File: src/rtl/trig_pkg.sv
// Shared encodings for the trigger/acquisition sequencer.
// Holds state, mode and slope constants plus saturating threshold helpers.
package trig_pkg;

    typedef enum logic [2:0] {
        ST_IDLE    = 3'd0,
        ST_ARMED   = 3'd1,
        ST_CAPTURE = 3'd2,
        ST_DISPLAY = 3'd3,
        ST_HOLDOFF = 3'd4
    } trig_state_t;

    localparam logic [1:0] MODE_AUTO   = 2'b00;
    localparam logic [1:0] MODE_NORMAL = 2'b01;
    localparam logic [1:0] MODE_SINGLE = 2'b10;
    localparam logic [1:0] MODE_STOP   = 2'b11;

    localparam logic SLOPE_RISE = 1'b0;
    localparam logic SLOPE_FALL = 1'b1;

    localparam logic SRC_A = 1'b0;
    localparam logic SRC_B = 1'b1;

    function automatic logic [7:0] sat_sub(input logic [7:0] a, input logic [7:0] b);
        return (a >= b) ? (a - b) : '0;
    endfunction

    function automatic logic [7:0] sat_add(input logic [7:0] a, input logic [7:0] b);
        logic [8:0] s;
        s = {1'b0, a} + {1'b0, b};
        return s[8] ? '1 : s[7:0];
    endfunction

endpackage

File: src/rtl/trig_edge_det.sv
// Level-crossing detector with hysteresis: source mux, saturating thresholds,
// primed flag and combinational fire on the qualifying sample.
module trig_edge_det #(
    parameter logic [7:0] HYST = 8'd2
) (
    input  logic       sys_clk,
    input  logic       reset,
    input  logic       clear,
    input  logic       enable,
    input  logic [7:0] adc_a,
    input  logic [7:0] adc_b,
    input  logic       src,
    input  logic       slope,
    input  logic [7:0] level,
    output logic       fire
);
    import trig_pkg::*;

    logic [7:0] sample;
    logic [7:0] thr_lo;
    logic [7:0] thr_hi;
    logic       primed_q;
    logic       primed_d;

    assign sample = (src == SRC_B) ? adc_b : adc_a;
    assign thr_lo = sat_sub(level, HYST);
    assign thr_hi = sat_add(level, HYST);

    // Priming needs the signal to leave the hysteresis band on the far side first.
    always_comb begin
        primed_d = primed_q;
        fire     = 1'b0;
        if (clear) begin
            primed_d = 1'b0;
        end else if (enable) begin
            if (slope == SLOPE_RISE) begin
                if (sample < thr_lo) primed_d = 1'b1;
                fire = primed_q && (sample >= level);
            end else begin
                if (sample > thr_hi) primed_d = 1'b1;
                fire = primed_q && (sample <= level);
            end
        end
    end

    always_ff @(posedge sys_clk or posedge reset) begin
        if (reset) primed_q <= 1'b0;
        else       primed_q <= primed_d;
    end

endmodule

File: src/rtl/trig_ctrl.sv
// Trigger/acquisition sequencer: arm, detect, start capture, wait for frame and
// display done, hold off, re-arm. Auto-timeout trigger present when TRIG_AUTO_EN is defined.
module trig_ctrl #(
    parameter logic [7:0]  HYST         = 8'd2,
    parameter logic [15:0] AUTO_TIMEOUT = 16'd50000,
    parameter logic [7:0]  HOLDOFF      = 8'd4
) (
    input  logic       sys_clk,
    input  logic       reset,
    input  logic       sample_tick,
    input  logic [7:0] adc_a,
    input  logic [7:0] adc_b,
    input  logic       trig_src,
    input  logic       trig_slope,
    input  logic [7:0] trig_level,
    input  logic [1:0] mode,
    input  logic       arm,
    input  logic       sample_ok,
    input  logic       resume_ok,
    output logic       sample_init,
    output logic       triggered,
    output logic       auto_fired,
    output logic       busy,
    output logic [2:0] state_o
);
    import trig_pkg::*;

    trig_state_t state_q, state_d;
    logic        sample_init_q, sample_init_d;
    logic        triggered_q, triggered_d;
    logic        auto_fired_q, auto_fired_d;
    logic [7:0]  ho_cnt_q, ho_cnt_d;
    logic        ok_prev_q, resume_prev_q;
    logic        enter_armed;
    logic        edge_fire;
    logic        auto_fire;

    trig_edge_det #(.HYST(HYST)) u_edge (
        .sys_clk (sys_clk),
        .reset   (reset),
        .clear   (enter_armed),
        .enable  (sample_tick && (state_q == ST_ARMED)),
        .adc_a   (adc_a),
        .adc_b   (adc_b),
        .src     (trig_src),
        .slope   (trig_slope),
        .level   (trig_level),
        .fire    (edge_fire)
    );

`ifdef TRIG_AUTO_EN
    logic [15:0] to_cnt_q, to_cnt_d;

    always_comb begin
        to_cnt_d = to_cnt_q;
        if (enter_armed)
            to_cnt_d = '0;
        else if ((state_q == ST_ARMED) && sample_tick && (mode == MODE_AUTO))
            to_cnt_d = to_cnt_q + 16'd1;
    end

    always_ff @(posedge sys_clk or posedge reset) begin
        if (reset) to_cnt_q <= '0;
        else       to_cnt_q <= to_cnt_d;
    end

    assign auto_fire = (state_q == ST_ARMED) && sample_tick && (mode == MODE_AUTO)
                       && (to_cnt_q == AUTO_TIMEOUT - 16'd1);
`else
    assign auto_fire = 1'b0;
`endif

    always_comb begin
        state_d       = state_q;
        sample_init_d = 1'b0;
        triggered_d   = triggered_q;
        auto_fired_d  = auto_fired_q;
        ho_cnt_d      = ho_cnt_q;
        enter_armed   = 1'b0;
        case (state_q)
            ST_IDLE: begin
                if ((mode == MODE_AUTO) || (mode == MODE_NORMAL) || ((mode == MODE_SINGLE) && arm))
                    enter_armed = 1'b1;
            end
            ST_ARMED: begin
                if (mode == MODE_STOP) begin
                    state_d = ST_IDLE;
                end else if (edge_fire || auto_fire) begin
                    state_d       = ST_CAPTURE;
                    sample_init_d = 1'b1;
                    triggered_d   = 1'b1;
                    auto_fired_d  = auto_fire && !edge_fire;
                end
            end
            ST_CAPTURE: begin
                if (sample_ok && !ok_prev_q) state_d = ST_DISPLAY;
            end
            ST_DISPLAY: begin
                if (resume_ok && !resume_prev_q) begin
                    state_d  = ST_HOLDOFF;
                    ho_cnt_d = '0;
                end
            end
            ST_HOLDOFF: begin
                if (ho_cnt_q == HOLDOFF) begin
                    if ((mode == MODE_SINGLE) || (mode == MODE_STOP)) state_d = ST_IDLE;
                    else                                              enter_armed = 1'b1;
                end else if (sample_tick) begin
                    ho_cnt_d = ho_cnt_q + 8'd1;
                end
            end
            default: state_d = ST_IDLE;
        endcase
        // Every path into ARMED starts a fresh trigger attempt.
        if (enter_armed) begin
            state_d      = ST_ARMED;
            triggered_d  = 1'b0;
            auto_fired_d = 1'b0;
        end
    end

    always_ff @(posedge sys_clk or posedge reset) begin
        if (reset) begin
            state_q       <= ST_IDLE;
            sample_init_q <= 1'b0;
            triggered_q   <= 1'b0;
            auto_fired_q  <= 1'b0;
            ho_cnt_q      <= '0;
            ok_prev_q     <= 1'b0;
            resume_prev_q <= 1'b0;
        end else begin
            state_q       <= state_d;
            sample_init_q <= sample_init_d;
            triggered_q   <= triggered_d;
            auto_fired_q  <= auto_fired_d;
            ho_cnt_q      <= ho_cnt_d;
            ok_prev_q     <= sample_ok;
            resume_prev_q <= resume_ok;
        end
    end

    assign sample_init = sample_init_q;
    assign triggered   = triggered_q;
    assign auto_fired  = auto_fired_q;
    assign busy        = (state_q == ST_CAPTURE) || (state_q == ST_DISPLAY) || (state_q == ST_HOLDOFF);
    assign state_o     = state_q;

endmodule

File: config.mk
export PLATFORM = sky130hd
export DESIGN_NAME = trig_ctrl
export DESIGN_NICKNAME = d
export VERILOG_FILES = /design/src/rtl/trig_pkg.sv /design/src/rtl/trig_edge_det.sv /design/src/rtl/trig_ctrl.sv
export SDC_FILE = /design/constraint.sdc
export NUM_CORES = 1
export LEC_CHECK = 0
export CAP_MARGIN = 20
export CORE_ASPECT_RATIO = 1.4
export CORE_MARGIN = 2
export CORE_UTILIZATION = 50
export DETAILED_ROUTE_END_ITERATION = 6
export MAX_ROUTING_LAYER = met4
export PLACE_DENSITY = 0.91
export SLEW_MARGIN = 0
export SYNTH_ARGS = -nofsm -noshare
export SYNTH_HDL_FRONTEND = slang
export SYNTH_SLANG_ARGS = --single-unit
File: constraint.sdc
create_clock -name sys_clk -period 2.9 [get_ports sys_clk]
set_clock_uncertainty 0.2 [all_clocks]
set_input_delay 0.725 -clock sys_clk [delete_from_list [all_inputs] [get_ports sys_clk]]
set_output_delay 0.725 -clock sys_clk [all_outputs]
set_load 0.02 [all_outputs]
### After elaboration in Yosys (flattened, before gate mapping)

Index checks and enable logic that the tools add are counted.

* equal/unequal tests: 19
* mux-type cells: 38
* add/sub/neg operators: 3
* order comparisons: 5
* reductions and logical operators: 24

Operators with widths (number)
* $mux W8: 6
* $mux W1: 22
* $mux W3: 7
* $pmux W8 S2: 1
* $pmux W3 S5: 1
* $ne A3 B3 Y1 const B: 4
* $ne A2 B2 Y1 const B: 5
* $add A8 B2 Y9 const B: 1
* $add A8 B1 Y8 const B: 1
* $eq A8 B3 Y1 const B: 1
* $ge A8 B2 Y1 const B: 1
* $ge A8 B8 Y1: 1
* $gt A8 B8 Y1: 1
* $le A8 B8 Y1: 1
* $lt A8 B8 Y1: 1
* $reduce_bool A2 Y1: 4
* $sub A8 B2 Y8 const B: 1
* $eq A3 B2 Y1 const B: 2
* $logic_and A1 B1 Y1: 6
* $reduce_and A3 Y1: 2
* $reduce_and A6 Y1: 1
* $logic_or A1 B1 Y1: 5
* $eq A2 B2 Y1 const B: 2
* $ne A4 B3 Y1 const B: 1
* other kinds (10): 11

* logic and storage cells: 97
* input port bits: 34
* bits in registers: 17
* output and inout bits: 7

### Depth between registers and ports, before layout

Gate-level depths: netlist (run 1).

* depth after elaboration: 10
* gate-level depth with buffers: 12
* gate-level depth less buffers: 12

### By module

Synthesis (run 1) repeated with hierarchy kept, for this count alone.

* cells, all modules: 221
* area, all modules: 1951.9 um^2

By module, submodules not included
* trig_edge_det: area each 999.7 um^2, times used 1, cells each 125, seq. area each 25.0 um^2
* trig_ctrl: area each 952.2 um^2, times used 1, cells each 96, seq. area each 375.4 um^2

### Least setup slack after synthesis (run 1)

No wires, ideal clock.

* kind: input port to flip-flop
* start: input port trig_level[3]
* end: register u_edge.primed_q
* path slack: -0.141 ns
* arrival time: 2.717 ns
* data required time: 2.576 ns
* library setup time: 0.124 ns
* stages on the path: 12
* buffers on the path: 0
* cell sequence: inv_2 nor4_1 nand3_1 nor2_1 nor2_1 ha_1 nor2b_1 o211ai_1 a21oi_1 a211oi_1 nor3_1 o31a_1

* longest elaborated chain between the ends: 5
* elaborated cells on any way between the ends: 10
* classes of those cells: 2 x add/sub; 3 x order compare; 1 x eq/ne; 2 x mux; 2 x reduce/logical

Ends and longest elaborated chain
* from (decl): RTL line trig_ctrl.sv:15 `input logic [7:0] trig_level,`
* $add A8 B2 Y9 (tied with other cells): RTL line trig_pkg.sv:30 `s = {1'b0, a} + {1'b0, b};`
* $mux W8 (on tied branches): RTL line trig_pkg.sv:31, trig_pkg.sv:25
* $gt A8 B8 Y1 / $lt A8 B8 Y1 (equally long branches): RTL line trig_edge_det.sv:40, trig_edge_det.sv:37
* $ne A3 B1 Y1 (no line) / $reduce_bool A3 Y1 (equally long branches)
* $reduce_and A3 Y1 (no line) (*)
* to (signal assigned): RTL line trig_edge_det.sv:48 `else primed_q <= primed_d;`
* to (decl): RTL line trig_edge_det.sv:22 `logic primed_q;`

Mark *: on every way between the ends. The rest lies on a longest branch, timed or not.
A chain may end at the register's enable or synchronous reset.

### Worst setup path in the final report (run 1)

* start: input port trig_level[1]
* end: register u_edge.primed_q

Same word-level chain as after synthesis.

==> metrics.txt, run 1 <==
total grt overflow=0; Via-to-Cell Ratio=6.07; post-route cell area=2600 um2; Slew headroom=0.478; Peak supply drop=0.493 mV; # diodes=0; Routed WL=5940 um; Power per Cell Area=414 nW/um2; largest net degree at the start of global routing=17; number of max-cap violations=0; max-slew violations=0; worst min-delay path class=reg -> reg; CTS tree=done; Cell Area, Synth=1670 um2; period utilization=1.00; CP Class=in -> reg; antenna violations before repair=0; largest fanout on the critical path=3; fin crit period=2910 ps; FMAX=0.343 GHz; DRT Pass-1 Iters=4; Setup crit end kind=flip-flop; Vias=1947; Leak=1.20 nW; Seq cells post-synth=16; synth cell count leaders=ha_1, nor2_1, nand2_1, dfrtp_1, a21oi_1; setup violators final=1; Mapped Avg Cell Area=8.21 um2; placed instance area=2340 um2; Syn Inst Count=203; top cells by area, synth=dfrtp_1, ha_1, mux2_2, a21oi_1, nor2_1; Yosys top cell area share=0.240; Std-Cell Core Area=3150 um2; # clock sinks=16; Nets=344; Worst-Skew Late Latency=260 ps; HPWL Detailed=4010 um; failing checks=negative setup slack; Final Hold Fails=0; CP startpoint kind=primary input; Async SR Flop Fraction=1.00; vias in the first global route=1964; status=complete, but fails checks; Crit path arrival time=2860 ps; DRT iter0 DRCs=68; row count=24; # DRC=0; GRT Util Overall=0.316; Post-synth EDFFs=0; Placer Congestion=0.854; synth warn=0; register area share after synthesis=0.240; Req. time, crit path=2850 ps; Top FF cell, synth=dfrtp_1; synthesis-to-layout area growth=55.8%; drt wl/cell=18.5 um; clk root buf=clkbuf_8; Max clock buf depth=2; Top Ports=41; pre-CTS WS=-623 ps; CTS H-tree lvls=1; Worst Max-Slew Pin Slew=772 ps; layout cell share with drive strength beyond 1=0.305; Cell variety after synth=38; most frequent cell after synthesis=ha_1; Die ar.=3820 um2; port bufs=39; Detail Route Antenna Nets=0; die extent in x=52.8 um; syn_nets=264; Clock Pin Slew Worst Setup and Hold Paths=70 ps; Yosys top cell by area=dfrtp_1; Final WS setup=-13.2 ps; Chip Height=72.3 um; CTS Buf Count=3; initial core utilization=0.529; first-pass GRT wire length=8740 um
==> cell families (layout without fill, tap and decap cells) <==
kind of cell    Yosys count  count (layout)  synth area share
simple gates             82              82             0.245
compound gates           44              44             0.166
fa+ha+maj                27              27             0.203
flops                    16              16             0.240
buf+inv                  15              94            0.0360
mux                      10              10            0.0653
xor+xnor                  8               8            0.0420
other cells               1               1           0.00225
==> sequential cells by signal (all words and copies together), names as in the netlist <==
signal	count
triggered	1
ok_prev_q	1
sample_init	1
resume_prev_q	1
u_edge.primed_q	1
state_o	3
ho_cnt_q	8
==> metrics by stage <==
| step | power [mW] | instances | hold WS [ps] | TNS (ps) | util |
|---|---|---|---|---|---|
| detailed placement | 0.810 | 310 | 314 | -2660 | 0.742 |
| floorplan | 0.590 | 203 | 297 | -12.9 | - |
| CTS | 1.04 | 320 | 328 | 0 | 0.803 |
| global route | 1.14 | 321 | 341 | -131 | 0.823 |
| global placement | 0.785 | 310 | 303 | -2420 | 0.742 |
| finish | 1.07 | 321 | 326 | -13.2 | 0.823 |
==> repair_timing <==
action                                  in CTS  in global routing
resized for setup                           39                 19
pin swaps                                   27                 17
endpoints found under the setup margin       5                  5
setup buffers                                6                  1
hold buffers                                 0                  0
==> per-layer routing <==
| metal | wire length (um) | share of wire | global-route usage | vias up |
|---|---|---|---|---|
| li1 | - | - | - | 899 |
| met1 | 2210 | 0.37 | 0.318 | 937 |
| met2 | 3180 | 0.54 | 0.575 | 78 |
| met3 | 205 | 0.035 | 0.0288 | 33 |
| met4 | 342 | 0.058 | 0.174 | 0 |
| met5 | 0 | 0 | - | - |
==> final cells by class <==
cell class | instances | area, um2
multi-input combinational | 172 | 1380
inverter | 13 | 51.3
sequential | 16 | 400
fill | 174 | 557
clock buffer | 4 | 55.1
tap | 39 | 48.8
timing repair buffer | 77 | 658
==> power by group <==
group | internal, mW | total, mW | switching [mW] | leakage [nW]
registers | 0.264 | 0.321 | 0.0567 | 0.213
clock network | 0.121 | 0.208 | 0.0871 | 0.0288
logic | 0.261 | 0.546 | 0.286 | 0.955
total | 0.646 | 1.07 | 0.429 | 1.20
==> cells in the final DEF, fill, tap and decap left out, types with 3 or more instances in the layout <==
cell type        synthesis  routed
dfrtp_1                 16      16
o21ai_0                 10       9
inv_2                    3       4
nor2_1                  20      19
dlygate4sd2_1            0       4
a31oi_1                  3       3
nor3_2                   0       3
clkdlybuf4s50_1          0      29
nor2b_1                  3       3
nand3_1                 11       9
buf_4                    1      37
xor2_1                   5       5
nand2b_1                 3       3
mux2i_1                  3       3
a21oi_2                  0       3
ha_4                     0       3
o21ai_1                  4       5
a21oi_1                 15      11
nand2_1                 18      16
inv_1                   10       8
mux2_2                   7       6
nand4_1                  7       7
clkbuf_8                 0       4
nor3_1                   7       3
ha_1                    27      24
==> worst max-delay path, stage by stage <==
cell	delay (ps)
buf_4	110
inv_4	40
nor4_4	330
buf_4	170
buf_4	110
nand2_1	60
mux2i_1	230
ha_1	310
a21oi_2	140
nand2_1	80
a211oi_2	230
nor3_2	70
o31a_1	250
==> path summary, 6_finish.rpt <==
check / start / end / slack (ps) / depth (start not counted)
worst min-delay path: triggered / triggered / 330 / 2
worst max-delay path: trig_level[1] / u_edge.primed_q / -10 / 13
worst max register to register: state_o[0] / ho_cnt_q[5] / 590 / 5
min in group asynchronous: reset / ho_cnt_q[6] / 660 / 2
worst min register to register: triggered / triggered / 330 / 2
max in group asynchronous: reset / ho_cnt_q[5] / 1430 / 2
(Power assumes the default switching activity.)
==> run 2, diff against run 1 <==
--- a/config.mk
+++ b/config.mk
@@ -9,9 +9,10 @@
 export CORE_ASPECT_RATIO = 1.4
 export CORE_MARGIN = 2
 export CORE_UTILIZATION = 50
+export CTS_CLUSTER_SIZE = 28
 export DETAILED_ROUTE_END_ITERATION = 6
 export MAX_ROUTING_LAYER = met4
-export PLACE_DENSITY = 0.91
+export PLACE_DENSITY = 0.9
 export SLEW_MARGIN = 0
 export SYNTH_ARGS = -nofsm -noshare
 export SYNTH_HDL_FRONTEND = slang
==> metrics.txt, run 2 (synthesized netlist as in run 1, its figures left out) <==
status=completed (was complete, but fails checks); Std-Cell Core Area=3150 um2 (unchanged); Critical-path top delay cell=clkdlybuf4s50_1 (was nor4_4); drt wl/cell=17.3 um (was 18.5 um); DRT iter0 DRCs=60 (was 68); Crit path arrival time=2820 ps (was 2860 ps); Max clock buf depth=2 (unchanged); DRT Pass-1 Iters=4 (unchanged); max-slew violations=0 (unchanged); initial core utilization=0.529 (unchanged); Hold Buf Count CTS=0 (unchanged); # DRC=0 (unchanged); worst min-delay path class=reg -> reg (unchanged); # diodes=0 (unchanged); Vias=1868 (was 1947); Power per Cell Area=418 nW/um2 (was 414 nW/um2); FMAX=0.347 GHz (was 0.343 GHz); Worst-Skew Late Latency=260 ps (about the same); synthesis-to-layout area growth=50.6% (was 55.8%); Req. time, crit path=2840 ps (was 2850 ps); GRT Util Overall=0.285 (was 0.316); max reg flops=8 (unchanged); Peak supply drop=0.440 mV (was 0.493 mV); largest net degree at the start of global routing=17 (unchanged); Top Ports=41 (unchanged); setup violators final=0 (was 1); row count=24 (unchanged); clk root buf=clkbuf_8 (unchanged); first-pass GRT wire length=8000 um (was 8740 um); CTS H-tree lvls=1 (unchanged); number of max-cap violations=0 (unchanged); Die ar.=3820 um2 (unchanged); Nets=340 (was 344); Final Hold Fails=0 (unchanged); Tot Pwr=1.05 mW (was 1.07 mW); area occupied by multi-input gates=1330 um2 (was 1380 um2); Slew headroom=0.475 (was 0.478); CP Class=in -> reg (unchanged); Clock Pin Slew Worst Setup and Hold Paths=60 ps (was 70 ps); port bufs=39 (unchanged); Setup crit end kind=flip-flop (unchanged); antenna violations before repair=0 (unchanged); Routed WL=5490 um (was 5940 um); most frequent cells in the layout=buf_4, clkdlybuf4s50_1, ha_1 (unchanged); cell-by-cell trace of the critical path=clkdlybuf4s50_1, mux2_2, ha_1, o211ai_1, a21oi_1, or3_1, a21oi_2, o21bai_1 (was buf_4, inv_4, nor4_4, buf_4, buf_4, nand2_1, mux2i_1, ha_1, a21oi_2, nand2_1, a211oi_2, nor3_2, o31a_1); Fin Setup TNS=0 ps (was -13.2 ps); Chip Height=72.3 um (unchanged); fin crit period=2880 ps (was 2910 ps); largest fanout on the critical path=4 (was 3); Fin Hold WS=294 ps (was 326 ps); CTS tree=done (unchanged); layout cell share with drive strength beyond 1=0.277 (was 0.305); vias in the first global route=1812 (was 1964); CP startpoint kind=primary input (unchanged); Via-to-Cell Ratio=5.89 (was 6.07); Filler Cells Inserted=191 (was 174); Worst Max-Slew Pin Slew=776 ps (was 772 ps); Worst path max stage delay=400 ps (was 330 ps); HPWL Detailed=3790 um (was 4010 um); largest register by flop count=ho_cnt_q (unchanged); Detail Route Antenna Nets=0 (unchanged); R2R depth=5 (unchanged); sequential cell area=400 um2 (unchanged); commonest non-fill, non-tap cell in the layout=buf_4 (unchanged); Placer Congestion=0.825 (was 0.854); die extent in x=52.8 um (unchanged); # clock sinks=16 (unchanged); CTS Buf Count=3 (unchanged); period utilization=0.993 (was 1.00); Cells on Worst Hold Path=2 (unchanged); Leak=1.18 nW (was 1.20 nW); total grt overflow=0 (unchanged)
## run 2: repair_timing
item                       4_1_cts  5_1_grt
gates resized for setup         18       26
setup endpoints to repair        5        5
hold endpoints to repair         0        0
pin swaps                       13       24
buffers inserted                 1        4
## run 2: layout make-up
cell class / count / share of cell area
multi-input combinational: 172 / 0.530
timing repair buffer: 73 / 0.249
sequential: 16 / 0.160
clock buffer: 4 / 0.0219
inverter: 13 / 0.0194
tap: 39 / 0.0194
## run 2: report_power, final
part	switching (mW)	internal (mW)	total (mW)
Sequential	0.0581	0.264	0.322
Combinational	0.274	0.249	0.523
Clock	0.0843	0.121	0.205
## run 2: worst max-delay path: cells and delay by family
family	cells	cell delay, ps
AOI/OAI and AO/OA	4	670
adders and majority gates	1	350
buffers and inverters	1	400
muxes	1	280
and+or+nand+nor	1	390
## run 2: worst paths after layout
check / from / to / slack, ps
setup / recovery: adc_a[3] / state_o[1] / 20
hold / removal: triggered / triggered / 290
setup reg to reg: state_o[2] / ho_cnt_q[6] / 590
hold reg to reg: triggered / triggered / 290
max in group asynchronous: reset / ho_cnt_q[5] / 1460
min in group asynchronous: reset / resume_prev_q / 640
## run 2: per-stage QoR
| stage | instance area [um2] | cells | util | setup WS [ps] |
|---|---|---|---|---|
| after floorplan | 1680 | 203 | - | -12.9 |
| after global placement | 2320 | 308 | 0.737 | -542 |
| after detailed placement | 2320 | 308 | 0.737 | -671 |
| after CTS | 2420 | 313 | 0.768 | 3.44 |
| after global routing | 2510 | 317 | 0.796 | -26.9 |
| final | 2510 | 317 | 0.796 | 19.5 |
## run 2: routing by layer
layer	part of all wire	routed length [um]	vias to the layer above	track usage
met5	0	0	-	-
met2	0.56	3100	64	0.544
met4	0.040	220	0	0.114
met3	0.036	200	25	0.0288
met1	0.36	1970	884	0.282
li1	-	-	895	-
==> run 3, diff against run 2 <==
--- a/config.mk
+++ b/config.mk
@@ -8,7 +8,7 @@
 export CAP_MARGIN = 20
 export CORE_ASPECT_RATIO = 1.4
 export CORE_MARGIN = 2
-export CORE_UTILIZATION = 50
+export CORE_UTILIZATION = 52
 export CTS_CLUSTER_SIZE = 28
 export DETAILED_ROUTE_END_ITERATION = 6
 export MAX_ROUTING_LAYER = met4
@@ -16,4 +16,5 @@
 export SLEW_MARGIN = 0
 export SYNTH_ARGS = -nofsm -noshare
 export SYNTH_HDL_FRONTEND = slang
+export SYNTH_HIERARCHICAL = 1
 export SYNTH_SLANG_ARGS = --single-unit
==> metrics.txt, run 3 <==
Via-to-Cell Ratio=6.57 (was 5.89); Critical-path top delay cell=mux2_4 (was clkdlybuf4s50_1); CP Class=in -> reg (unchanged); CTS tree=done (unchanged); Final Util=0.849 (was 0.796); max-slew violations=0 (unchanged); # DRC=2 (was 0); Worst Max-Slew Pin Slew=735 ps (was 776 ps); commonest non-fill, non-tap cell in the layout=buf_4 (unchanged); Detail Route Antenna Nets=0 (unchanged); Max clock buf depth=2 (unchanged); setup violators final=3 (was 0); Fin Hold WS=336 ps (was 294 ps); FMAX=0.321 GHz (was 0.347 GHz); Tot Pwr=1.39 mW (was 1.05 mW); cell-by-cell trace of the critical path=buf_12, mux2_4, ha_4, and4b_1, a211oi_2, o21ai_2, xnor2_1, a211oi_2, a21o_1, a211oi_2, nor4b_1, a211o_1 (was clkdlybuf4s50_1, mux2_2, ha_1, o211ai_1, a21oi_1, or3_1, a21oi_2, o21bai_1); Setup crit end kind=flip-flop (unchanged); Req. time, crit path=2840 ps (about the same); Mapped Avg Cell Area=8.83 um2 (was 8.21 um2); Slew headroom=0.509 (was 0.475); placed instance area=2750 um2 (was 2320 um2); clk root buf=clkbuf_8 (unchanged); register area share after synthesis=0.205 (was 0.240); largest register by flop count=ho_cnt_q (unchanged); Cell Area, Synth=1950 um2 (was 1670 um2); Nets=376 (was 340); # diodes=0 (unchanged); Syn Inst Count=221 (was 203); Cell variety after synth=60 (was 38); top cells by area, synth=dfrtp_1, ha_1, mux2_2, nand2_1, nand2b_1 (was dfrtp_1, ha_1, mux2_2, a21oi_1, nor2_1); worst min-delay path class=reg -> reg (unchanged); Top FF cell, synth=dfrtp_1 (unchanged); Async SR Flop Fraction=1.00 (unchanged); Chip Height=76.5 um (was 72.3 um); period utilization=1.07 (was 0.993); Final Hold Fails=0 (unchanged); Post-synth EDFFs=0 (unchanged); CTS Buf Count=3 (unchanged); Final WS setup=-215 ps (was 19.5 ps); Vias=2332 (was 1868); Std-Cell Core Area=3610 um2 (was 3150 um2); Top Ports=41 (unchanged); layout cell share with drive strength beyond 1=0.403 (was 0.277); # clock sinks=16 (unchanged); most frequent cells in the layout=buf_4, nand2_1, dfrtp_1 (was buf_4, clkdlybuf4s50_1, ha_1); GRT Util Overall=0.329 (was 0.285); Hold Buf Count CTS=0 (unchanged); first-pass GRT wire length=10800 um (was 8000 um); status=complete, but fails checks (was completed); Crit path arrival time=3050 ps (was 2820 ps); Clock Pin Slew Worst Setup and Hold Paths=60 ps (about the same); unrepaired setup endpoints after global routing=true; Yosys top cell by area=dfrtp_1 (unchanged); largest fanout on the critical path=7 (was 4); CP startpoint kind=primary input (unchanged); syn_nets=282 (was 264); Peak supply drop=0.539 mV (was 0.440 mV); antenna violations before repair=0 (unchanged); CP dominant cell by count=a211oi_2; die extent in x=55.8 um (was 52.8 um); initial core utilization=0.541 (was 0.529); pre-CTS WS=-883 ps (was -671 ps); synth warn=6 (was 0); failing checks=design-rule violations, negative setup slack; Power per Cell Area=455 nW/um2 (was 418 nW/um2); Placer Congestion=0.874 (was 0.825); vias in the first global route=2356 (was 1812); post-route cell area=3070 um2 (was 2510 um2); Worst-Skew Late Latency=250 ps (was 260 ps); Routed WL=7770 um (was 5490 um); HPWL Detailed=4540 um (was 3790 um); drt wl/cell=21.9 um (was 17.3 um); CTS H-tree lvls=1 (unchanged); port bufs=39 (unchanged); Worst path max stage delay=320 ps (was 400 ps); Seq cells post-synth=16 (unchanged); synthesis-to-layout area growth=57.1% (was 50.6%); total grt overflow=0 (unchanged); number of max-cap violations=0 (unchanged); Die ar.=4270 um2 (was 3820 um2); Leak=1.41 nW (was 1.18 nW); max reg flops=8 (unchanged); synth cell count leaders=ha_1, nand2_1, dfrtp_1, inv_1, nor2_1 (was ha_1, nor2_1, nand2_1, dfrtp_1, a21oi_1); most frequent cell after synthesis=ha_1 (unchanged); fin crit period=3120 ps (was 2880 ps); Yosys top cell area share=0.205 (was 0.240); DRT Pass-1 Iters=7 (was 4); DRT iter0 DRCs=161 (was 60); largest net degree at the start of global routing=16 (was 17); row count=26 (was 24)
==> run 3: cell count changes after synthesis, moves of 4 or more <==
| cell | before | now |
|---|---|---|
| nand2b_1 | 3 | 10 |
| nor2_1 | 20 | 14 |
| a21oi_1 | 15 | 7 |
| a211oi_1 | 2 | 7 |
| o21ai_0 | 10 | 4 |
| nand4_1 | 7 | 3 |
| a21o_1 | 1 | 5 |
| inv_1 | 10 | 14 |
==> run 3: what timing repair did <==
| item | in CTS | in global routing |
|---|---|---|
| gates resized for setup | 72 | 28 |
| setup endpoints to repair | 5 | 4 |
| buffers inserted | 9 | 6 |
| pin swaps | 27 | 25 |
==> run 3: path summary, 6_finish.rpt <==
kind                       slack [ps]  cells past startpoint               to         from
setup / recovery                 -220                     12       state_o[0]     trig_src
hold / removal                    340                      2        triggered    triggered
setup reg to reg                  390                     11       state_o[0]  ho_cnt_q[0]
hold reg to reg                   340                      2        triggered    triggered
max in group asynchronous        1430                      2      ho_cnt_q[3]        reset
min in group asynchronous         450                      2  u_edge/primed_q        reset
==> run 3: cell type report <==
cell class,count,area (um2)
fillers,168,546
repair buffers,96,815
flip-flops and latches,16,400
clock buffers,3,41.3
multi-input cells,183,1700
well taps,42,52.6
inverters,15,56.3
==> run 3: per-stage QoR <==
stage / setup TNS, ps / cells
after floorplan: -338 / 221
after global placement: -3130 / 338
after detailed placement: -3500 / 338
after CTS: -149 / 349
after global routing: -536 / 355
final: -517 / 355
==> run 3: cells by family after synthesis <==
kind of cell / share of synthesized area
AOI/OAI and AO/OA: 0.194
and+or+nand+nor: 0.256
other: 0.00192
muxes: 0.0859
buffers and inverters: 0.0570
DFF: 0.205
adders and majority gates: 0.173
xor gates and xnor gates: 0.0269
==> run 3: worst max-delay path: cells and delay by family <==
family	cells	cell delay, ps
buffers and inverters	1	130
adder cells (fa/ha/maj)	1	250
multiplexers	1	320
AND/OR/NAND/NOR	2	290
AO/OA/AOI/OAI	6	1130
XOR/XNOR	1	210
==> run 3: report_power, final <==
group / internal, mW / switching (mW) / leakage [nW] / total [mW]
clock: 0.0921 / 0.0731 / 0.0216 / 0.165
combinational: 0.419 / 0.471 / 1.18 / 0.890
sequential: 0.283 / 0.0559 / 0.211 / 0.339
total: 0.795 / 0.600 / 1.41 / 1.39
==> run 3: routing by layer <==
metal	global-route usage	vias to the layer above	routed length, um
met4	0.210	0	652
li1	-	1004	-
met5	-	-	0
met1	0.314	1088	2530
met3	0.0306	71	516
met2	0.614	169	4070
